===== src/rtl/restador_serial.sv =====
// rtl/restador_serial.sv - bit-serial ripple-borrow subtractor, LSB first, start/busy/done handshake
module restador_celda #(
   parameter int PwrC = 0
) (
   input  logic x,
   input  logic y,
   input  logic q,
   output logic diff,
   output logic nq
);
   localparam int unused_pwrc = PwrC;

   assign diff = x ^ y ^ q;
   assign nq   = (~x & y) | (~(x ^ y) & q);
endmodule

module restador_serial #(
   parameter int WIDTH = 8,
   parameter int PwrC  = 0
) (
   input  logic             clk,
   input  logic             reset,
   input  logic             start,
   input  logic [WIDTH-1:0] a,
   input  logic [WIDTH-1:0] b,
   input  logic             bi,
   output logic [WIDTH-1:0] d,
   output logic             bo,
   output logic             busy,
   output logic             done
);
   localparam int CW = (WIDTH > 1) ? $clog2(WIDTH) : 1;
   localparam logic [CW-1:0] LAST = CW'(WIDTH - 1);

   typedef enum logic [1:0] {IDLE, SHIFT, DONE} state_t;

   state_t           state;
   logic [WIDTH-1:0] a_sh, b_sh, r_sh;
   logic             borrow;
   logic [CW-1:0]    cnt;
   logic             diff, nq;

   restador_celda #(.PwrC(PwrC)) u_celda (
      .x    (a_sh[0]),
      .y    (b_sh[0]),
      .q    (borrow),
      .diff (diff),
      .nq   (nq)
   );

   always_ff @(posedge clk or posedge reset) begin
      if (reset) begin
         state  <= IDLE;
         a_sh   <= '0;
         b_sh   <= '0;
         r_sh   <= '0;
         borrow <= 1'b0;
         cnt    <= '0;
         d      <= '0;
         bo     <= 1'b0;
         busy   <= 1'b0;
         done   <= 1'b0;
      end else begin
         case (state)
            IDLE: begin
               done <= 1'b0;
               if (start) begin
                  a_sh   <= a;
                  b_sh   <= b;
                  borrow <= bi;
                  cnt    <= '0;
                  busy   <= 1'b1;
                  state  <= SHIFT;
               end
            end
            SHIFT: begin
               a_sh   <= {1'b0, a_sh[WIDTH-1:1]};
               b_sh   <= {1'b0, b_sh[WIDTH-1:1]};
               r_sh   <= {diff, r_sh[WIDTH-1:1]};
               borrow <= nq;
               // Counter is not advanced on the final edge so it never wraps in SHIFT.
               if (cnt == LAST) begin
                  d     <= {diff, r_sh[WIDTH-1:1]};
                  bo    <= nq;
                  busy  <= 1'b0;
                  done  <= 1'b1;
                  state <= DONE;
               end else begin
                  cnt <= cnt + 1'b1;
               end
            end
            DONE: begin
               done  <= 1'b0;
               state <= IDLE;
            end
            default: begin
               busy  <= 1'b0;
               done  <= 1'b0;
               state <= IDLE;
            end
         endcase
      end
   end
endmodule


===== config.mk =====
export PLATFORM = sky130hd
export DESIGN_NAME = restador_serial
export DESIGN_NICKNAME = d
export VERILOG_FILES = /design/src/rtl/restador_serial.sv
export SDC_FILE = /design/constraint.sdc
export NUM_CORES = 1
export LEC_CHECK = 0
export CAP_MARGIN = 20
export CORE_AREA = 2 2 77 79
export CTS_CLUSTER_DIAMETER = 50
export DETAILED_ROUTE_END_ITERATION = 8
export DIE_AREA = 0 0 79 81
export PLACE_DENSITY_LB_ADDON = 0.08
export SYNTH_ARGS = -nofsm -noshare
export SYNTH_HDL_FRONTEND = slang
export SYNTH_HIERARCHICAL = 1
export SYNTH_SLANG_ARGS = --single-unit

===== constraint.sdc =====
create_clock -name clk -period 2.05 [get_ports clk]
set_clock_uncertainty 0.2 [all_clocks]
set_input_delay 0.41 -clock clk [delete_from_list [all_inputs] [get_ports clk]]
set_output_delay 0.41 -clock clk [all_outputs]
set_load 0.01 [all_outputs]

## Word-level counts from Yosys, hierarchy flattened

Cells that the tools add are included.

- Add/subtract/negate cells: 1
- Equal/unequal tests: 6
- Muxes and demuxes: 17
- Bitwise operators: 8
- Reductions and logical operators: 7

Operators by type and width:

| cell | number |
|---|---|
| $pmux 8 s2 | 2 |
| $mux 8 | 2 |
| $mux 3 | 2 |
| $ne 2x2->1 const B | 3 |
| $pmux 3 s2 | 1 |
| $reduce_and 2->1 | 3 |
| $reduce_and 3->1 | 2 |
| $mux 1 | 5 |
| $mux 2 | 2 |
| $pmux 2 s2 | 1 |
| $add 3x1->3 const B | 1 |
| $eq 3x3->1 const B | 1 |
| $not 1->1 | 3 |
| $pmux 1 s3 | 1 |
| $and 1x1->1 | 2 |
| $eq 2x1->1 const B | 1 |
| $eq 2x2->1 const B | 1 |
| $logic_not 2->1 | 1 |
| $pmux 1 s2 | 1 |
| $reduce_bool 2->1 | 1 |
| $xor 1x1->1 | 2 |
| $or 1x1->1 | 1 |

- Register bits after elaboration: 41
- Input port bits: 20
- Output and inout port bits: 11
- Word-level logic and storage cells: 49

## Longest topological paths before layout

Gate-level depths: netlist (run 1).

- Depth in word-level cells: 5
- Gate-level depth with buffers: 5
- Mapped depth without buffers: 5

## By module

The synthesis (run 1) kept the hierarchy.

By module, submodules not included:

| module | instances | cells an instance | area an instance (um^2) | seq. area each (um^2) |
|---|---|---|---|---|
| restador_serial | 1 | 166 | 1883.1 | 1001.0 |
| restador_celda | 1 | 4 | 31.3 | 0.0 |

## Worst setup path after synthesis (run 1)

OpenSTA, ideal clock, no wires.

- Path kind: register -> register
- Start: reg cnt[0]
- End: reg d[7]
- Data arrival time: 1296 ps
- Data required time: 1725 ps
- Slack: 429 ps
- Cell stages (with the launch flop): 5
- Path buffers: 0
- Clock period less this slack: 1621 ps
- Cell sequence: dfrtp_1 -> ha_1 -> ha_1 -> nand2_4 -> mux2_4

- Word-level cells in the longest chain between the ends: 2

Ends and longest elaborated chain:

| item | RTL line | source |
|---|---|---|
| start, declared | 40 | `logic [CW-1:0] cnt;` |
| start signal, assigned | 89 | `cnt <= cnt + 1'b1;` |
| $eq 3x3->1 | 82 | `if (cnt == LAST) begin` |
| $reduce_and 2->1 (no line) | -- |  |
| end signal, assigned | 83 | `d <= {diff, r_sh[WIDTH-1:1]};` |
| end, declared | 27 | `output logic [WIDTH-1:0] d,` |

No other way between the ends.
A chain may end at the register's enable or synchronous reset.

## Worst setup path in the final report (run 1)

- Start: reg busy
- End: out busy

RTL lines:

| item | RTL line | source |
|---|---|---|
| start, declared | 29 | `output logic busy,` |
| start signal, assigned | 61 | `busy <= 1'b0;` |
| start signal, assigned | 72 | `busy <= 1'b1;` |
| start signal, assigned | 85 | `busy <= 1'b0;` |

No word-level cell between the ends.

==> impl_results.md, run 1 <==
- Grt total ovfl: 0
- YS warnings: 6
- CTS max path bufs: 2
- Worst VDD drop: 535 uV
- Crit path buf inv count: 1
- Latest clock arrival within the worst-skew pair: 0.29 ns
- Largest net degree at the start of global routing: 41
- Worst path cell trace: clkdlybuf4s50_1
- Initial antenna violation count: 0
- Post-Syn Instances: 170
- Netlist cell types: 31
- Slew Limit Fails: 0
- DR vias: 1,367
- Critical path capture point type: output pin
- Drt initial violations: 28
- Drt total wl: 3970 um
- Seq/Total Area, Yosys: 0.523
- Setup slack after layout: 0.243 ns
- Synthesis-to-layout area growth: 31.2%
- Die X: 79 um
- Post-route DRC: 0
- Crit path max-delay cell type: clkdlybuf4s50_1
- Slew margin rel.: 0.674
- WHS: 0.274 ns
- Crit-path max FO: 3
- Share of cells above drive strength 1: 0.173
- Placed Instance Area: 0.00235 mm2
- Synth area leader: dfrtp_1
- CP top delay family: buffers and inverters
- Average cell area after synthesis: 11.3 um2
- CTS Buf Count: 5
- Worst path required time: 1.44 ns
- I/O Buffers: 30
- Area contributors post-synth: dfrtp_1 52%, mux2_4 7.1%, nand2_1 4.9%, nor3b_1 4.7%, a221oi_2 3.9%
- Setup violators final: 0
- Post-CTS Setup Inserts: 0
- Worst path max stage delay: 0.54 ns
- CP Launch Type: flop
- Leakage power: 0.00117 uW
- Outcome: finished clean
- Die H: 81 um
- Placeable Area: 0.00568 mm2
- Gp weighted congestion: 0.759
- Crit Path Category: flop to output pin
- Core Util, Final: 0.443
- Final Net Count: 231
- Hold Path Class: primary input to asynchronous set/reset pin
- Post-route ant nets: 0
- # resized after CTS: 0
- RSZ-0062 raised after global routing: no
- Sink Count: 40
- Min cycle time layout: 1.81 ns
- DRT Pass-1 Iters: 4
- DP Wirelength: 2820 um
- Design area: 0.00251 mm2
- Root Driver: clkbuf_8
- DR WL/cell: 14.0 um
- Num rows: 28
- H-tree lvl count: 2
- Syn_nets: 194
- CTS tree: yes
- Worst-path clk slew: 0.08 ns
- Post-Synthesis Cell Area: 0.00191 mm2
- Synth top area share: 0.523
- Cell Pwr Density: 1520 mW/mm2
- Starting Density: 0.337
- ANT cells: 0
- Global-route wire length before repair: 6850 um
- Total Neg Setup Slack: 0 ns
- F_max: 553 MHz
- Max_cap viols: 0
- Vias in the first global route: 1,413
- Total global-route track usage: 0.140
- Vias per cell: 4.83
- # IOs: 31
- Hold Fails Final Rpt: 0
- Total Die Area: 0.00640 mm2
- Setup WS pre-CTS: 0.00946 ns
- Period Utilization, post-route: 0.882
- Worst Max-Slew Pin Slew: 0.490 ns
- CP arrival: 1.20 ns
- Post-CTS Hold Buffers: 0
- Post-synthesis register bit count: 40
## layer usage
metal	track usage	wire (um)	vias up
li1	-	-	659
met5	0	0	-
met4	0.0569	73	0
met2	0.234	1910	26
met3	0.0367	139	8
met1	0.174	1840	674
## cell usage after synthesis
| cell | n |
|---|---|
| dfrtp_1 | 40 |
| nand2_1 | 25 |
| nor3b_1 | 12 |
| inv_1 | 11 |
| mux2_4 | 9 |
| nor2_1 | 8 |
| a21oi_1 | 7 |
| nor2b_1 | 6 |
| o22a_1 | 6 |
| a221oi_2 | 5 |
| a22o_1 | 5 |
| buf_2 | 5 |
| o21ai_1 | 5 |
| buf_4 | 3 |
| ha_1 | 3 |
| clkbuf_1 | 2 |
| nand3b_1 | 2 |
| nor2_2 | 2 |
| o221a_1 | 2 |
| a211oi_1 | 1 |
| a22oi_1 | 1 |
| and2b_1 | 1 |
| fa_1 | 1 |
| inv_2 | 1 |
| mux2_1 | 1 |
| mux2i_1 | 1 |
| nand2_4 | 1 |
| nand2b_1 | 1 |
| nor4bb_1 | 1 |
| o21ba_1 | 1 |
| or2_0 | 1 |
## registers in the layout (all words and copies together), names as in the netlist
name	cells
r_sh	7
busy	1
borrow	1
bo	1
b_sh	8
a_sh	8
d	8
done	1
cnt	3
state	2
## cells in the final DEF, fill, tap and decap left out, types with 2 or more instances in the layout
master and count:
clkbuf_8 5, a21oi_1 7, nor2_2 2, nor2b_1 6, bufinv_16 3, nand2_1 25, buf_12 2, nor2_1 8
nor3b_1 12, o21ai_1 5, buf_4 8, a22o_1 5, inv_1 11, a221oi_2 5, nand3b_1 2, clkdlybuf4s50_1 30
o22a_1 6, ha_1 3, o221a_1 2, dfrtp_1 40, mux2_4 9
## area by class of cell
class,count,area [um2]
sequential,40,1000
timing repair buffer,40,400
tap,75,93.8
multi-input combinational,108,813
clock buffer,5,68.8
inverter,12,45.0
fill,567,3160
clock inverter,3,90.1
## report_power, final
group / internal, uW / leakage (uW) / switching (uW)
Sequential: 1160 / 0.000489 / 233
Combinational: 850 / 0.000601 / 682
Clock: 609 / 0.0000784 / 284
Total: 2620 / 0.00117 / 1200
## through the flow
stage,cells,power (uW)
floorplan,170,2440
global placement,275,2920
detailed placement,275,2970
CTS,283,3880
global route,283,4110
finish,283,3810
## final timing paths
| check | slack [ns] | end | cells after the start | from |
|---|---|---|---|---|
| setup reg to reg | 0.30 | d[0] | 4 | cnt[0] |
| min in group clk | 0.29 | r_sh[1] | 2 | r_sh[1] |
| hold / removal | 0.27 | r_sh[4] | 3 | reset |
| max in group asynchronous | 1.19 | a_sh[0] | 3 | reset |
| setup / recovery | 0.24 | busy | 1 | busy |
| hold reg to reg | 0.29 | r_sh[1] | 2 | r_sh[1] |
## cell families after synthesis
| logic type | count (synthesis) | share of synthesized area |
|---|---|---|
| DFF | 40 | 0.523 |
| muxes | 11 | 0.0817 |
| adders and majority gates | 4 | 0.0301 |
| buffers and inverters | 22 | 0.0523 |
| AOI/OAI and AO/OA | 33 | 0.146 |
| and+or+nand+nor | 60 | 0.167 |
Note: power is estimated with default switching activity, not from simulation.
==> run 2: changes to the inputs <==
Settings changed: CTS_BUF_LIST from default to sky130_fd_sc_hd__clkbuf_8 sky130_fd_sc_hd__clkbuf_16.
==> results of run 2 <==
Same layout as run 1: the final DEF is identical, and so are final timing and power.
==> run 3: changes to the inputs <==
Settings changed: CTS_CLUSTER_DIAMETER 50 to 200.
==> results of run 3 <==
Same layout as run 1: the final DEF is identical, and so are final timing and power.
